--- src/rtl/mem_access_unit_pkg.sv ---
// Shared definitions for the memory-stage access controller: data width,
// access-size encodings and the controller state encoding.
// Imported by mem_access_unit and its byte-lane datapath.
package mem_access_unit_pkg;

  localparam int WORD_LEN = 32;

  // mem_size encodings; 2'b11 is handled as a word everywhere.
  localparam logic [1:0] SIZE_BYTE = 2'b00;
  localparam logic [1:0] SIZE_HALF = 2'b01;
  localparam logic [1:0] SIZE_WORD = 2'b10;

  typedef enum logic {
    ST_IDLE = 1'b0,
    ST_RMW  = 1'b1
  } state_t;

  // Big-endian lane shift: byte offset k lives at bits 31-8k:24-8k, so the
  // lane sits (3-k)*8 bits above bit 0; a half at offset 0 sits 16 bits up.
  function automatic logic [4:0] lane_shift(input logic [1:0] size,
                                            input logic [1:0] offset);
    logic [4:0] sh;
    sh = 5'd0;
    if (size == SIZE_BYTE)      sh = {~offset, 3'b000};
    else if (size == SIZE_HALF) sh = {~offset[1], 4'b0000};
    return sh;
  endfunction

endpackage

--- src/rtl/mem_access_unit_byte_lane_mux.sv ---
// Purpose : big-endian byte/half/word lane datapath. Extracts and sign/zero
//           extends the addressed lane of a read word (load path) and merges
//           a right-justified store operand into that lane (store path).
// Latency : purely combinational. Backpressure: none, no state.
// Ports   : i_size/i_offset/i_unsigned select the lane; i_rd_word is the
//           memory word; i_st_data the store operand; o_ld_data the extended
//           load value; o_merged the read word with the lane replaced.
module mem_access_unit_byte_lane_mux
  import mem_access_unit_pkg::*;
(
  input  logic [1:0]          i_size,
  input  logic [1:0]          i_offset,
  input  logic                i_unsigned,
  input  logic [WORD_LEN-1:0] i_rd_word,
  input  logic [WORD_LEN-1:0] i_st_data,
  output logic [WORD_LEN-1:0] o_ld_data,
  output logic [WORD_LEN-1:0] o_merged
);

  logic [4:0]          w_shift;
  logic [WORD_LEN-1:0] w_lane;
  logic [WORD_LEN-1:0] w_mask;

  always_comb begin
    w_shift   = lane_shift(i_size, i_offset);
    w_lane    = i_rd_word >> w_shift;
    w_mask    = '1;
    o_ld_data = i_rd_word;

    case (i_size)
      SIZE_BYTE: begin
        w_mask    = {{(WORD_LEN-8){1'b0}}, 8'hFF} << w_shift;
        o_ld_data = {{(WORD_LEN-8){~i_unsigned & w_lane[7]}}, w_lane[7:0]};
      end
      SIZE_HALF: begin
        w_mask    = {{(WORD_LEN-16){1'b0}}, 16'hFFFF} << w_shift;
        o_ld_data = {{(WORD_LEN-16){~i_unsigned & w_lane[15]}}, w_lane[15:0]};
      end
      default: begin
        // Word (and the 2'b11 alias): whole word, offset ignored.
        w_mask    = '1;
        o_ld_data = i_rd_word;
      end
    endcase

    o_merged = (i_rd_word & ~w_mask) | ((i_st_data << w_shift) & w_mask);
  end

endmodule

--- src/rtl/mem_access_unit.sv ---
// Purpose : MEM-stage load/store controller in front of a word-wide data
//           memory; sub-word stores run as read-modify-write, big-endian lanes.
// Latency : loads 1 cycle (load_valid at N+1); word store written end of N;
//           sub-word store stalls cycle N, memory written end of N+1.
// Backpressure: stall freezes upstream for the read half of a sub-word store.
// Config  : define MISALIGN_TRAP_EN to trap misaligned half/word accesses
//           (misalign_err pulse, access suppressed); otherwise low address
//           bits are ignored and misalign_err is tied 0.
// Ports   : clk, rst (async, active-low); EX/MEM request (mem_req, mem_read,
//           mem_write, mem_size, mem_unsigned, address, store_data); data
//           memory port (dm_address, dm_dataIn, dm_writeEn, dm_readEn,
//           dm_dataOut); results (load_data, load_valid, stall, misalign_err).
module mem_access_unit
  import mem_access_unit_pkg::*;
(
  input  logic                clk,
  input  logic                rst,
  input  logic                mem_req,
  input  logic                mem_read,
  input  logic                mem_write,
  input  logic [1:0]          mem_size,
  input  logic                mem_unsigned,
  input  logic [WORD_LEN-1:0] address,
  input  logic [WORD_LEN-1:0] store_data,
  output logic [WORD_LEN-1:0] dm_address,
  output logic [WORD_LEN-1:0] dm_dataIn,
  output logic                dm_writeEn,
  output logic                dm_readEn,
  input  logic [WORD_LEN-1:0] dm_dataOut,
  output logic [WORD_LEN-1:0] load_data,
  output logic                load_valid,
  output logic                stall,
  output logic                misalign_err
);

  state_t              r_state;
  state_t              w_next_state;
  logic [WORD_LEN-1:0] r_merge;
  logic [WORD_LEN-1:2] r_addr;
  logic [WORD_LEN-1:0] r_load_data;
  logic                r_load_valid;

  logic                w_is_sub;
  logic                w_misalign;
  logic                w_store_req;
  logic                w_load_req;
  logic                w_capture_merge;
  logic                w_load_fire;
  logic [WORD_LEN-1:0] w_lane_ld;
  logic [WORD_LEN-1:0] w_lane_merged;

  assign w_is_sub = (mem_size == SIZE_BYTE) || (mem_size == SIZE_HALF);

`ifdef MISALIGN_TRAP_EN
  assign w_misalign = ((mem_size == SIZE_HALF) && address[0]) ||
                      (mem_size[1] && (address[1:0] != 2'b00));
`else
  assign w_misalign = 1'b0;
`endif

  // Write wins when both read and write are requested.
  assign w_store_req = mem_req & mem_write & ~w_misalign;
  assign w_load_req  = mem_req & mem_read & ~mem_write & ~w_misalign;

  assign w_capture_merge = (r_state == ST_IDLE) && w_store_req && w_is_sub;
  assign w_load_fire     = (r_state == ST_IDLE) && w_load_req;

  mem_access_unit_byte_lane_mux u_byte_lane_mux (
    .i_size     (mem_size),
    .i_offset   (address[1:0]),
    .i_unsigned (mem_unsigned),
    .i_rd_word  (dm_dataOut),
    .i_st_data  (store_data),
    .o_ld_data  (w_lane_ld),
    .o_merged   (w_lane_merged)
  );

  // Next state and memory-port drive.
  always_comb begin
    w_next_state = r_state;
    dm_address   = '0;
    dm_dataIn    = '0;
    dm_writeEn   = 1'b0;
    dm_readEn    = 1'b0;
    stall        = 1'b0;

    case (r_state)
      ST_IDLE: begin
        if (mem_req) begin
          dm_address = {address[WORD_LEN-1:2], 2'b00};
        end
        if (w_store_req) begin
          if (w_is_sub) begin
            // Read half of the RMW; upstream holds the request meanwhile.
            dm_readEn    = 1'b1;
            stall        = 1'b1;
            w_next_state = ST_RMW;
          end else begin
            dm_writeEn = 1'b1;
            dm_dataIn  = store_data;
          end
        end else if (w_load_req) begin
          dm_readEn = 1'b1;
        end
      end
      ST_RMW: begin
        // Inputs still show the same store here, but the held copy is used
        // so the write does not depend on upstream staying frozen.
        dm_address   = {r_addr, 2'b00};
        dm_dataIn    = r_merge;
        dm_writeEn   = 1'b1;
        w_next_state = ST_IDLE;
      end
      default: begin
        w_next_state = ST_IDLE;
      end
    endcase
  end

  always_ff @(posedge clk or negedge rst) begin
    if (!rst) begin
      r_state <= ST_IDLE;
    end else begin
      r_state <= w_next_state;
    end
  end

  always_ff @(posedge clk or negedge rst) begin
    if (!rst) begin
      r_merge <= '0;
      r_addr  <= '0;
    end else if (w_capture_merge) begin
      r_merge <= w_lane_merged;
      r_addr  <= address[WORD_LEN-1:2];
    end
  end

  always_ff @(posedge clk or negedge rst) begin
    if (!rst) begin
      r_load_data  <= '0;
      r_load_valid <= 1'b0;
    end else begin
      r_load_valid <= w_load_fire;
      if (w_load_fire) begin
        r_load_data <= w_lane_ld;
      end
    end
  end

  assign load_data  = r_load_data;
  assign load_valid = r_load_valid;

`ifdef MISALIGN_TRAP_EN
  logic r_misalign_err;

  always_ff @(posedge clk or negedge rst) begin
    if (!rst) begin
      r_misalign_err <= 1'b0;
    end else begin
      r_misalign_err <= (r_state == ST_IDLE) && mem_req &&
                        (mem_read || mem_write) && w_misalign;
    end
  end

  assign misalign_err = r_misalign_err;
`else
  assign misalign_err = 1'b0;
`endif

endmodule
--- config.mk ---
export PLATFORM = sky130hd
export DESIGN_NAME = mem_access_unit
export DESIGN_NICKNAME = d
export VERILOG_FILES = /design/src/rtl/mem_access_unit_pkg.sv /design/src/rtl/mem_access_unit_byte_lane_mux.sv /design/src/rtl/mem_access_unit.sv
export SDC_FILE = /design/constraint.sdc
export NUM_CORES = 1
export LEC_CHECK = 0
export CORE_MARGIN = 8
export CORE_UTILIZATION = 45
export DETAILED_ROUTE_END_ITERATION = 16
export PLACE_DENSITY = 0.93
export REMOVE_ABC_BUFFERS = 1
export SYNTH_ARGS = -nofsm -noshare
export SYNTH_HDL_FRONTEND = slang
export SYNTH_SLANG_ARGS = --single-unit
--- constraint.sdc ---
create_clock -name clk -period 2 [get_ports clk]
set_clock_uncertainty 0.1 [all_clocks]
set_input_delay 0.2 -clock clk [delete_from_list [all_inputs] [get_ports clk]]
set_output_delay 0.2 -clock clk [all_outputs]
set_load 0.03 [all_outputs]
==> results.env <==
OUTCOME='finished, final reports clean'
SYNTHESIS.AREA_PER_INSTANCE_UM2=8.642
YOSYS_WARNINGS=0
CRIT_ARRIVAL_PS=1630
GRT_USE_TOTAL=0.2496
DRT-PASS1-ITER-COUNT=5
INITIAL_CORE_UTIL=0.4621
TIMING.CRITICAL_PATH.CELLS='nor2b_4 -> and3_2 -> a22o_1 -> buf_4'
ROW_COUNT=40
YOSYS.AREA_SHARE.XOR_XNOR=0
NUMBER_OF_GLOBAL_ROUTE_VIAS_BEFORE_REPAIR=5834
FINAL_COUNT_OF_PINS_VIOLATING_MAX_SLEW=0
GRT_PASS1_WL_UM=31970
FLOORPLAN.DIE.WIDTH_UM=127.3
POWER.SWITCHING_mW=2.273
NUMBER_OF_ANTENNA_VIOLATIONS_AT_THE_FIRST_CHECK_IN_GLOBAL_ROUTING=0
WORST-SLEW-PIN-TRANSITION_PS=569.1
CLOCK.FMAX_MHz=517.8
CLKPWRFRAC=0.283
SETUP-VIOLATIONS-FINAL=0
WORST_SETUP_HOLD_PATH_CLK_SLEW_PS=70
NUMBER_OF_REGISTER_BITS_INFERRED_BY_SYNTHESIS=96
GRT_MAX_DEGREE=57
TOTAL_WIRE_LENGTH_AFTER_DETAILED_ROUTING_UM=20800
PLACE.GP.CONGESTION=0.8939
SLOWEST_DELAY_PS=480
CP.REQUIRED_PS=1700
DPL-INSTANCE-AREA_UM2=7941
DIE_HEIGHT_UM=127.3
MIN_PERIOD_PS=1931
FINALCRITPERIODSHARE=0.9656
CTS_TREE='built'
DRV.MAX_CAP_VIOLATION_COUNT=0
CRITICAL_PATH.TOP_DELAY_FAMILY='flip-flops'
CP.BUFFERS_INVERTERS=1
POWER.COMBINATIONAL.FRACTION=0.332
SYN-INSTANCE-COUNT=645
SYNTH.DISTINCT_CELLS=41
POWER.SHARE.SEQUENTIAL=0.384
HIGHEST_IR_DROP_SEEN_ON_VDD_mV=0.5059
FINALHOLDVIOLATIONS=0
POWER_DENSITY_nW_PER_UM2=800.2
NUMBER_OF_BUFFERS_CREATED_BY_CTS=9
REMAINING_DRC_ERRORS=0
STDCELL_AREA_UM2=8334
TIMING.CRITICAL_PATH.FANOUT_MAX=7
TOTAL_NUMBER_OF_VIAS=5898
SYNTH_SIMPLE_GATE_AREA_FRAC=0.1993
POSTSYNTH.ASYNCRESETSHARE=1.000
PLACE.PORT_BUFFERS=201
COMBINATIONAL_FAMILY_WITH_THE_MOST_AREA_AFTER_SYNTHESIS='compound AO/OA/AOI/OAI gates'
FLOORPLAN.DIE_AREA_UM2=16200
SYN2LAYOUT_AREA_GROWTH_PCT=49.52
PLACE.DETAILED.HPWL_UM=15320
SYNTH.CELL_AREA_UM2=5574
POST_SYNTH_MUX_AREA_SHARE=0.1077
CRIT_PATH_END_KIND='output port'
SW_FRAC_OF_TOTAL=0.3409
NUMBER_OF_DIODES=0
VIA_DENSITY_PER_INSTANCE=5.754
CTS.PATH.MAX_BUFFERS=2
H-TREE-DEPTH=3
CORE_AREA_UM2=12060
SLOWEST_STAGE='sky130_fd_sc_hd__dfrtp_2'
NUMBER_OF_PLACED_I_O_PINS=205
GRT_REMAINING_OVERFLOW=0
CRIT_PATH_CLASS='reg2out'
SYNTH.YOSYS.SEQ_AREA_SHARE=0.4310
N_FILL_CELL=930
SYNTH-EDFF-COUNT=0
TIMING.MAX_SLEW.REL_SLACK=0.6206
DETAIL-ROUTE-ANTENNA-NETS=0
SYNTH-COMPOUND-AREA-SHARE=0.2088
FINAL_CORE_UTILIZATION=0.6910
DESIGN.FINAL.NETS=957
CELLINTERNALPOWER_mW=4.396
WORSTHOLDPATHTYPE='in2async'
CLOCK_SINK_COUNT=96
POWER.LEAKAGE_nW=3.770
CLK-INSERTION-DELAY-LATE_PS=340
ROUTED_WIRE_LENGTH_PER_INSTANCE_UM=20.29
YS.FLOP_TYPE='sky130_fd_sc_hd__dfrtp_1'
DRIVE_GT1_FRAC=0.1984
POST_SYNTH_FA_HA_MAJ_AREA_FRACTION=0
DRTITER0DRC=536
SORT_OF_ELEMENT_AT_THE_START_OF_THE_CRITICAL_PATH='register'
CTSROOTBUFFERMASTER='sky130_fd_sc_hd__clkbuf_16'
through the flow:
step	cells	setup slack (ps)	setup TNS (ps)	total power, mW	hold WS (ps)
final	1025	68.79	0	6.669	289.3
after global routing	1025	-5.313	-5.313	6.958	326.6
after CTS	1020	1.345	0	6.669	302.1
after detailed placement	1004	-140.2	-4382	4.778	125.6
after global placement	1004	-80.99	-1532	4.716	124.4
after floorplan	591	-4322	-414240	3.660	-195.6
layout make-up:
class                           instances  area (µm²)  share of cell area
Inverter                               12       45.04            0.005405
Clock inverter                          6       92.59             0.01111
Sequential cell                        96        2404              0.2884
Clock buffer                            9       225.2             0.02702
Tap cell                              168       210.2             0.02522
Timing Repair Buffer                  251        2454              0.2944
Multi-Input combinational cell        483        2904              0.3484
sequential cells by signal (all words and copies together) (netlist names):
signal      flops
r_merge        32
load_data      32
load_valid      1
r_state         1
r_addr         30
cells in the mapped netlist (all sizes together), types with 16 or more instances:
master	instances	area, µm²
a22o	43	376.6
a21oi	19	102.6
nor2	68	255.2
mux2	16	180.2
clkbuf	30	112.6
a211oi	17	127.6
dfrtp	96	2402
mux2i	42	420.4
a221oi	24	279.0
o21ai	34	170.2
buf	26	135.1
nand2	165	619.3
timing repair:
| action | in CTS | in global routing |
|---|---|---|
| hold buffers | 1 | 0 |
| endpoints found under the setup margin | 37 | 6 |
| resized for setup | 3 | 1 |
| gates cloned | 0 | 1 |
| hold endpoints to repair | 40 | 0 |
| setup buffers | 0 | 4 |
cell families after synthesis:
group / count (synthesis)
muxes: 58
DFF: 96
AOI/OAI and AO/OA: 151
and+or+nand+nor: 271
other: 1
buffers and inverters: 68
layer usage:
layer / vias to the layer above / global-route usage / share of wire
li1: 2668 / - / -
met1: 2837 / 0.3020 / 0.39
met2: 344 / 0.4129 / 0.48
met3: 49 / 0.06697 / 0.096
met4: 0 / 0.1029 / 0.029
met5: - / 0 / 0
cell usage in the layout (no fill, tap or decap), types with 11 or more instances in the layout:
cell / count
sky130_fd_sc_hd__a211oi_1: 17
sky130_fd_sc_hd__a21oi_1: 17
sky130_fd_sc_hd__a221oi_1: 13
sky130_fd_sc_hd__a221oi_2: 11
sky130_fd_sc_hd__a22o_1: 43
sky130_fd_sc_hd__buf_12: 17
sky130_fd_sc_hd__buf_4: 96
sky130_fd_sc_hd__clkdlybuf4s50_1: 134
sky130_fd_sc_hd__dfrtp_1: 95
sky130_fd_sc_hd__mux2_2: 16
sky130_fd_sc_hd__mux2i_1: 42
sky130_fd_sc_hd__nand2_1: 165
sky130_fd_sc_hd__nor2_1: 67
sky130_fd_sc_hd__o21ai_0: 32
power groups by stage:
stage | sequential [mW] | clock, mW | combinational (mW)
after floorplan | 2.82 | 0 | 0.844
after global placement | 2.57 | 0 | 2.14
after detailed placement | 2.58 | 0 | 2.20
after CTS | 2.56 | 1.90 | 2.21
after global routing | 2.60 | 1.99 | 2.37
final | 2.56 | 1.89 | 2.22
path summary, 6_finish.rpt:
check	start	to	slack, ps	cells past startpoint
worst max-delay path	r_state$_DFF_PN0_	dm_dataIn[20]	70	4
worst min-delay path	rst	r_addr[22]$_DFFE_PN0P_	290	2
worst max register to register	r_state$_DFF_PN0_	r_merge[25]$_DFFE_PN0P_	190	6
worst min register to register	r_merge[0]$_DFFE_PN0P_	r_merge[0]$_DFFE_PN0P_	380	2
max in group asynchronous	rst	load_data[7]$_DFFE_PN0P_	790	3
min in group clk	address[6]	r_addr[6]$_DFFE_PN0P_	310	3
(Power assumes the default switching activity.)
